`config.mk`:
```
export PLATFORM = sky130hd
export DESIGN_NAME = alu_host_sequencer
export DESIGN_NICKNAME = d
export VERILOG_FILES = /design/src/rtl/alu_pkg.sv /design/src/rtl/alu_host_sequencer_counter.sv /design/src/rtl/alu_host_sequencer.sv
export SDC_FILE = /design/constraint.sdc
export NUM_CORES = 1
export LEC_CHECK = 0
export ABC_AREA = 1
export CAP_MARGIN = 10
export CORE_MARGIN = 1
export CORE_UTILIZATION = 25
export CTS_BUF_LIST = sky130_fd_sc_hd__clkbuf_4 sky130_fd_sc_hd__clkbuf_8 sky130_fd_sc_hd__clkbuf_16
export DETAILED_ROUTE_END_ITERATION = 16
export PLACE_DENSITY_LB_ADDON = 0.25
export SLEW_MARGIN = 10
export SYNTH_ARGS = -nofsm -noshare
export SYNTH_HDL_FRONTEND = slang
export SYNTH_SLANG_ARGS = --single-unit
```
`constraint.sdc`:
```
create_clock -name clk -period 3.6 [get_ports clk]
set_input_delay 1.08 -clock clk [delete_from_list [all_inputs] [get_ports clk]]
set_output_delay 1.08 -clock clk [all_outputs]
set_load 0.1 [all_outputs]
```
`src/rtl/alu_pkg.sv`:
```
// Shared definitions for the ALU host sequencer: op-codes, FSM state encoding
// and a small helper that says which operations return a high result byte.
package alu_pkg;

   localparam logic [1:0] OP_ADD = 2'b00;
   localparam logic [1:0] OP_SUB = 2'b01;
   localparam logic [1:0] OP_MUL = 2'b10;
   localparam logic [1:0] OP_DIV = 2'b11;

   typedef enum logic [2:0] {
      ST_IDLE   = 3'd0,
      ST_RST    = 3'd1,
      ST_LOAD_A = 3'd2,
      ST_LOAD_B = 3'd3,
      ST_WAIT   = 3'd4,
      ST_DONE   = 3'd5
   } state_t;

   function automatic logic has_hi_byte(input logic [1:0] op);
      return (op == OP_MUL) || (op == OP_DIV);
   endfunction

endpackage

```
`src/rtl/alu_host_sequencer_counter.sv`:
```
// Free-running up-counter with synchronous clear (priority) and count enable.
module counter #(
   parameter int W = 8
) (
   input  logic         clk,
   input  logic         clr,
   input  logic         en,
   output logic [W-1:0] count
);

   logic [W-1:0] count_reg;

   always_ff @(posedge clk) begin
      if (clr) begin
         count_reg <= '0;
      end else if (en) begin
         count_reg <= count_reg + 1'b1;
      end
   end

   assign count = count_reg;

endmodule

```
`src/rtl/alu_host_sequencer.sv`:
```
// Sequences one host command through a handshake-driven ALU (reset, two operand
// loads, wait for END or timeout) and holds the result until the host takes it.
module alu_host_sequencer
   import alu_pkg::*;
#(
   parameter int TIMEOUT = 64
) (
   input  logic       clk,
   input  logic       reset,
   input  logic       cmd_valid,
   output logic       cmd_ready,
   input  logic [1:0] cmd_op,
   input  logic [7:0] cmd_a,
   input  logic [7:0] cmd_b,
   output logic       res_valid,
   input  logic       res_ready,
   output logic [7:0] res_hi,
   output logic [7:0] res_lo,
   output logic       res_err,
   output logic       alu_reset,
   output logic       alu_begin,
   output logic [1:0] alu_op_code,
   output logic [7:0] alu_inbus,
   input  logic [7:0] alu_outbus,
   input  logic       alu_end
);

   localparam logic [7:0] LAST_WAIT = 8'(TIMEOUT - 1);

   state_t     state_reg, state_next;
   logic [1:0] op_reg, op_next;
   logic [7:0] a_reg, a_next;
   logic [7:0] b_reg, b_next;
   logic [7:0] shadow_reg, shadow_next;
   logic [7:0] res_hi_reg, res_hi_next;
   logic [7:0] res_lo_reg, res_lo_next;
   logic       res_err_reg, res_err_next;
   logic [7:0] wait_count;

   // Counter runs only while waiting; any other state (or reset) zeroes it.
   counter #(.W(8)) u_wait_counter (
      .clk   (clk),
      .clr   (reset || (state_reg != ST_WAIT)),
      .en    (state_reg == ST_WAIT),
      .count (wait_count)
   );

   always_ff @(posedge clk) begin
      if (reset) begin
         state_reg   <= ST_IDLE;
         op_reg      <= '0;
         a_reg       <= '0;
         b_reg       <= '0;
         shadow_reg  <= '0;
         res_hi_reg  <= '0;
         res_lo_reg  <= '0;
         res_err_reg <= 1'b0;
      end else begin
         state_reg   <= state_next;
         op_reg      <= op_next;
         a_reg       <= a_next;
         b_reg       <= b_next;
         shadow_reg  <= shadow_next;
         res_hi_reg  <= res_hi_next;
         res_lo_reg  <= res_lo_next;
         res_err_reg <= res_err_next;
      end
   end

   always_comb begin
      state_next   = state_reg;
      op_next      = op_reg;
      a_next       = a_reg;
      b_next       = b_reg;
      shadow_next  = shadow_reg;
      res_hi_next  = res_hi_reg;
      res_lo_next  = res_lo_reg;
      res_err_next = res_err_reg;
      cmd_ready    = 1'b0;
      res_valid    = 1'b0;
      alu_reset    = 1'b0;
      alu_begin    = 1'b0;
      alu_op_code  = 2'b00;
      alu_inbus    = 8'h00;

      case (state_reg)
         ST_IDLE: begin
            cmd_ready = 1'b1;
            if (cmd_valid) begin
               op_next    = cmd_op;
               a_next     = cmd_a;
               b_next     = cmd_b;
               state_next = ST_RST;
            end
         end
         ST_RST: begin
            alu_reset  = 1'b1;
            state_next = ST_LOAD_A;
         end
         ST_LOAD_A: begin
            alu_begin   = 1'b1;
            alu_op_code = op_reg;
            alu_inbus   = a_reg;
            state_next  = ST_LOAD_B;
         end
         ST_LOAD_B: begin
            alu_op_code = op_reg;
            alu_inbus   = b_reg;
            state_next  = ST_WAIT;
         end
         ST_WAIT: begin
            alu_op_code = op_reg;
            // The ALU presents the high byte one cycle before END and the low
            // byte with END, so the shadow keeps last cycle's bus value.
            shadow_next = alu_outbus;
            if (alu_end) begin
               res_lo_next  = alu_outbus;
               res_hi_next  = has_hi_byte(op_reg) ? shadow_reg : 8'h00;
               res_err_next = 1'b0;
               state_next   = ST_DONE;
            end else if (wait_count == LAST_WAIT) begin
               res_lo_next  = 8'h00;
               res_hi_next  = 8'h00;
               res_err_next = 1'b1;
               state_next   = ST_DONE;
            end
         end
         ST_DONE: begin
            res_valid   = 1'b1;
            alu_op_code = op_reg;
            if (res_ready) begin
               state_next = ST_IDLE;
            end
         end
         default: begin
            state_next = ST_IDLE;
         end
      endcase
   end

   assign res_hi  = res_hi_reg;
   assign res_lo  = res_lo_reg;
   assign res_err = res_err_reg;

endmodule

```
[Yosys cells after proc, flatten, opt, wreduce, memory -nomap -nowiden]
Index checks and enable logic that the tools add are counted.
Storage, ports and cells
  input port bits: 31
  memories kept: 0
  bits in latches: 0
  output and inout port bits: 31
  register bits after elaboration: 54
  bits in read-only memories: 0
  logic and storage cells: 47
  bits in writable memories: 0
Cells by class
  mux-type cells: 17
  add/sub/neg operators: 1
  shifts and indexed selects: 0
  divide/modulo/power cells: 0
  reductions and logical operators: 8
  multipliers: 0
  bitwise operators: 0
  $lt $le $gt $ge: 0
  equality and inequality tests: 12
Operators by type and width (number)
  2-to-1 mux 8 bit: 4
  case mux 3 bit (6 select lines): 1
  case mux 8 bit (2 select lines): 1
  2-to-1 mux 3 bit: 4
  adder 8 x 1 -> 8 bit, second input constant: 1
  equality test 8 x 6 -> 1 bit, second input constant: 1
  equality test 3 x 2 -> 1 bit, second input constant: 2
  equality test 3 bit, second input constant: 2
  2-to-1 mux 1 bit: 6
  inequality test 3 bit, second input constant: 2
  equality test 2 bit, second input constant: 2
  inequality test 2 bit, second input constant: 2
  AND reduction 2 bit: 2
  OR reduction 4 bit: 1
  equality test 3 x 1 -> 1 bit, second input constant: 1
  zero test 3 bit: 1
  AND reduction 3 bit: 1
  logical OR 1 bit: 2
  2-to-1 mux 2 bit: 1
  nonzero test 2 bit: 1

[Logic depth before layout (Yosys ltp)]
Gate-level depths: netlist of run 1.
  word-level depth: 4
  depth in mapped cells: 9
  depth with buffers taken out: 9

[Modules after synthesis]
A second synthesis of run 1 with hierarchy kept.
Unflattened totals
  cell total of the unflattened synthesis: 310
  area, all modules: 2265.9 um^2
By module, submodules not included
  alu_host_sequencer: times used 1, area each 1904.3 um^2, cells an instance 262
  counter: times used 1, area each 361.6 um^2, cells an instance 48

[Least setup slack after synthesis of run 1]
Ideal clock, no wire load.
  kind: flip-flop to output port
  start point: reg state_reg[2]
  end point: out alu_op_code[0]
  cell stages (with the launch flop): 6
  data arrival time: 2710 ps
  required time: 2520 ps
  slack: -190 ps
  cell sequence: dfxtp_1 > nor2_1 > nand2_2 > inv_1 > nor3_1 > nor2_1
On the way
  cells in the longest elaborated chain, start to end: 3
  elaborated cells between the ends (all ways): 6
  those cells by class: eq/ne (4); mux (1); reduce/logical (1)
RTL lines
  start, declared: line alu_host_sequencer.sv:30  | state_t state_reg, state_next;
  start signal, assigned: line alu_host_sequencer.sv:59  | state_reg <= state_next;
  equality test 3 bit or equality test 3 x 2 -> 1 bit (tied branches): line alu_host_sequencer.sv:86  | case (state_reg)
  OR reduction 4 bit (no line) *
  2-to-1 mux 2 bit *: line alu_host_sequencer.sv:86
  end, declared: line alu_host_sequencer.sv:22  | output logic [1:0] alu_op_code,
Every way passes the cells marked *; elsewhere a longest branch is shown, timed or not.

[Final worst setup path of run 1]
  start point: reg state_reg[0]
  end point: out alu_op_code[0]
Same word-level chain as after synthesis.

==> results of run 1 <==
-- worst register-to-register path, delay by kind of cell (launching register included) --
family                     cells  cell delay, ns
adders and majority gates      1            0.18
DFF                            1            0.38
buffers and inverters          1            0.08
and+or+nand+nor                7            0.75
-- cells in the mapped netlist --
library cell,n,area [µm²]
nor2_2,3,18.8
nand4_1,2,12.5
o21ai_1,11,55.1
nand2_4,3,33.8
nor2_4,2,22.5
nor3_1,3,15.0
nor2_1,33,124
clkbuf_1,2,7.51
buf_6,4,45.0
nand3_1,21,105
a21oi_1,38,190
clkinv_8,1,16.3
o21ai_0,10,50.1
clkinv_1,1,3.75
ha_1,1,12.5
buf_2,6,30.0
o21a_1,1,7.51
nand3_2,1,10.0
dfxtp_1,54,1080
inv_1,34,128
nor3b_1,1,7.51
inv_8,1,11.3
nand2_2,4,25.0
o22ai_1,8,50.1
nand2_8,1,20.0
inv_2,2,7.51
o31ai_1,1,7.51
xnor2_1,1,8.76
nand2_1,55,206
-- path summary, 6_finish.rpt --
path	slack [ns]	cells after the start	start	to
setup / recovery	0.65	6	state_reg[0]	alu_op_code[0]
hold / removal	0.46	2	a_reg[3]	a_reg[3]
setup reg to reg	2.15	9	u_wait_counter.count[0]	res_err
hold reg to reg	0.46	2	a_reg[3]	a_reg[3]
-- where the power goes --
group	internal (mW)	switching [mW]
Clock	0.150	0.181
Combinational	0.213	0.684
Sequential	0.700	0.0586
Total	1.06	0.923
-- cell type report --
| type | instances | share of cell area (%) |
|---|---|---|
| clock buffers | 7 | 2.80 |
| inverters | 39 | 5.57 |
| multi-input cells | 200 | 32.9 |
| flip-flops and latches | 54 | 36.2 |
| well taps | 108 | 4.52 |
| repair buffers | 62 | 18.1 |
-- through the flow --
step                      setup WS, ns  utilization (%)  total power, mW
after floorplan                 -0.190                -             1.50
after global placement           0.887             32.8             1.67
after detailed placement         0.847             32.8             1.68
after CTS                        0.619             33.8             2.01
after global routing             0.406             33.8             2.12
final                            0.648             33.8             1.99
-- cells by family (layout without fill, tap and decap cells) --
group / count (synthesis) / after routing / share of synthesized area [%]
AOI/OAI and AO/OA: 69 / 69 / 15.6
xor gates and xnor gates: 1 / 1 / 0.379
adders and majority gates: 1 / 1 / 0.541
buffers and inverters: 51 / 108 / 10.8
DFF: 54 / 54 / 46.8
and+or+nand+nor: 129 / 129 / 26.0
-- per-layer routing --
metal	wire length, µm	global-route usage (%)	vias up
li1	-	-	1098
met1	2510	14.1	958
met2	2690	20.7	30
met3	159	2.36	4
met4	52	4.13	0
met5	0	0	-
==> results.cfg, run 1 <==
[status]
outcome = finished clean

[global_route]
grt_use_total_pct = 11.7
grt_max_degree = 37
grt_pass1_vias = 1992
grt_antenna_before_repair = 0
grt_pass1_wl_mm = 9.09
grt-ovfl-total = 0

[timing]
drv_slew = 0
whs_ns = 0.458
setup_viol = 0
finalHoldViolCount = 0
fmax_ghz = 0.339
setup_tns_ns = 0
period_needed_ns = 2.95
worst_slew_pin_slew_ns = 0.779
relSlewSlack_pct = 48.0
skew_ns = 0.00785
rsz0062_at_grt = false
fin_crit_sh_pct = 82.0

[worst_setup_path]
crit_chain = nor2_1 > nand2_2 > inv_1 > nor3_1 > nor2_1 > buf_4
critPathLaunchType = register
slowest_stage = dfxtp_1
path_buf_inv = 2
path_max_fanout = 9
required_ns = 2.52
cp_slowest_stage_delay_ns = 0.50
worstPathArrival_ns = 1.87
cp_common_cell = nor2_1
worstSetupEndpointType = output pin
crit_family = simple AND/OR/NAND/NOR gates
critical_path_class = register to output pin

[final_layout]
fillers = 973
multi_input_area_um2 = 982
fin_area_um2 = 2990
final_cell_mix = nand2_1, dfxtp_1, a21oi_1, inv_1, nor2_1
area_delta_synth_final_pct = 29.3
finalNonFillerCells = 470
final_common_cell = nand2_1
seq_area_um2 = 1080
fin_nets = 394
n_antenna_cell = 0
drive_gt1_share_pct = 15.7

[clock_network]
cts.sinks = 54
hold_buffers = 0
cts_tree = done
clockRootBuffer = clkbuf_8
clock_latency_ns = 0.30
post_cts.repair.setup_buffers = 0
numCtsBuffers = 5
path_clk_slew_ns = 0.09
cts_resized = 0
cts-htree-levels = 2
clock_path_buffers = 2

[logic_synthesis]
syn-num-nets = 337
ys_seq_elements = 54
yosysUniqueCellTypes = 29
ys_seq_area_share_pct = 46.8
synth_cells = 305
syn_avg_cell_area_um2 = 7.58
syn_area_um2 = 2310
ys_warn_count = 0

[placed_design]
io_buffers = 61
place_area_um2 = 2910
placed_cells = 463
dp_hpwl_mm = 3.99
gp_congestion = 0.753

[pwr]
power.leakage_nw = 1.17
p_per_area_nw_per_um2 = 664
peakVddDrop_v = 0.000369

[floorplanning]
rows = 34
die_w_um = 98.2
io_pins = 62
die_height_um = 98.2
core_area_um2 = 8850
start_util_pct = 26.1
dieArea_um2 = 9640

[routing]
num_vias = 2090
ant_nets = 0
drc = 0
drtIter0Drc = 59
viasPerCell = 4.45
wl_per_cell_um = 11.5
drt-pass1-iter-count = 6
routed_wirelength_mm = 5.41

[hold_path]
min_path_type = register to register

[job]
cap_violations = 0
Note: power is estimated with default switching activity, not from simulation.
==> inputs of run 2 (changes only) <==
Clock period 3.6 ns to 2.5 ns, I/O delays scaled along.
==> run 2 against run 1 <==
Compared with the run above:
- the flow now finishes with violations (design-rule violations)
- clock skew rose by 0.0069 ns
- via count rose by 1.2%
- final area rose by 7.5%
- routed wire length rose by 0.20%
- core utilization rose by 2.5 points
- register-to-register slack got worse by 1.1 ns
- global-route usage barely moved
- clock power rose by 52%
- die area did not move
- sequential power rose by 45%
- critical path type unchanged
- critical endpoint is now alu_op_code[1]
- largest power group unchanged
==> results.cfg, run 2 (synthesis results as in run 1) <==
[status]
outcome = finished with violations
violations = design-rule violations

[routing]
wl_met3_um = 229
ant_nets = 0
wl_met1_mm = 2.41
viasPerCell = 4.46
drc = 2
routed_wirelength_mm = 5.42
num_vias = 2115
drtIter0Drc = 68
routed-wl-met2_mm = 2.73
wl_per_cell_um = 11.4
drt-pass1-iter-count = 12
top_layer_used = met4

[pwr]
peakVddDrop_v = 0.00122
p_per_area_nw_per_um2 = 955
power_mw = 3.07
power.leakage_nw = 1.22

[placed_design]
gp_congestion = 0.736
dp_hpwl_mm = 4.16
io_buffers = 61

[job]
cap_violations = 0

[hold_path]
min_path_type = register to register

[floorplanning]
rows = 34
dieArea_um2 = 9640
io_pins = 62
start_util_pct = 26.1
die_w_um = 98.2
die_height_um = 98.2
core_area_um2 = 8850

[clock_network]
hold_buffers = 0
clock_latency_ns = 0.31
clockRootBuffer = clkbuf_8
numCtsBuffers = 5
cts_tree = done
cts.sinks = 54
cts-htree-levels = 2
path_clk_slew_ns = 0.11
clock_path_buffers = 2

[timing]
fin_crit_sh_pct = 96.1
relSlewSlack_pct = 77.9
drv_slew = 0
finalHoldViolCount = 0
setup_viol = 0
period_needed_ns = 2.40
rsz0062_at_grt = false
skew_ns = 0.0148
worst_slew_pin_slew_ns = 0.331
fmax_ghz = 0.416

[worst_setup_path]
required_ns = 1.75
worstPathArrival_ns = 1.65
critPathLaunchType = register
path_max_fanout = 14
worstSetupEndpointType = output pin
critical_path_class = register to output pin

[global_route]
grt-ovfl-total = 0
grt_pass1_vias = 2051
grt_max_degree = 37
grt_use_total_pct = 11.8
grt_antenna_before_repair = 0
grt_pass1_wl_mm = 9.22

[final_layout]
final_cell_mix = nand2_1, dfxtp_1, a21oi_1, inv_1, nor2_1
fillers = 948
final_common_cell = nand2_1
fin_nets = 397
seq_area_um2 = 1080
drive_gt1_share_pct = 18.3
final_util_pct = 36.3
area_delta_synth_final_pct = 39.0
multi_input_area_um2 = 997
n_antenna_cell = 0
[run 2: cell count changes in the layout (fill, tap and decap cells not counted), moves of 3 or more]
cell	before	now
buf_12	0	14
buf_4	32	21
dfxtp_2	0	3
dfxtp_1	54	51
[run 2: path summary, 6_finish.rpt]
check	to	slack [ns]	start	cells after the start
worst max register to register	res_hi[3]	1.08	u_wait_counter.count[0]	9
worst min register to register	a_reg[3]	0.46	a_reg[3]	2
worst max-delay path	alu_op_code[1]	0.1	state_reg[1]	7
worst min-delay path	a_reg[3]	0.46	a_reg[3]	2
[run 2: what timing repair did]
item,4_1_cts,5_1_grt
buffers inserted,0,0
resized for setup,3,1
gates cloned,0,0
setup endpoints to repair,2,1
[run 2: stage by stage]
step                setup TNS (ns)  cells  instance area (µm²)  setup slack, ns  hold WS [ns]
detailed placement               0    466                 3120            0.308         0.445
global route                     0    474                 3210          0.00837         0.491
CTS                              0    474                 3210           0.0579         0.461
floorplan                    -3.72    305                 2330           -0.381         0.429
global placement                 0    466                 3120            0.352         0.440
finish                           0    474                 3210           0.0966         0.459
[run 2: area by class of cell]
type	instances	area share (%)
clock buffers	5	2.14
clock inverters	3	0.740
inverters	39	5.18
multi-input cells	200	31.0
flip-flops and latches	54	33.7
well taps	108	4.20
repair buffers	65	23.0
[run 2: critical path, cell delays in order, from the launching register on]
cell	delay [ns]
dfxtp_2	0.37
nor2_4	0.16
nand2_4	0.17
nand2_1	0.15
nor3_1	0.06
buf_4	0.16
nor2_4	0.10
buf_12	0.18
[run 2: power by group]
part           switching, mW  internal [mW]
clock network          0.301          0.201
logic                   1.03          0.446
registers             0.0831           1.01
total                   1.41           1.66
[run 2: metal layers]
layer | track usage (%) | up-vias
met4 | 3.44 | 0
met3 | 2.65 | 5
met1 | 13.9 | 961
li1 | - | 1105
met5 | 0 | -
met2 | 21.1 | 44
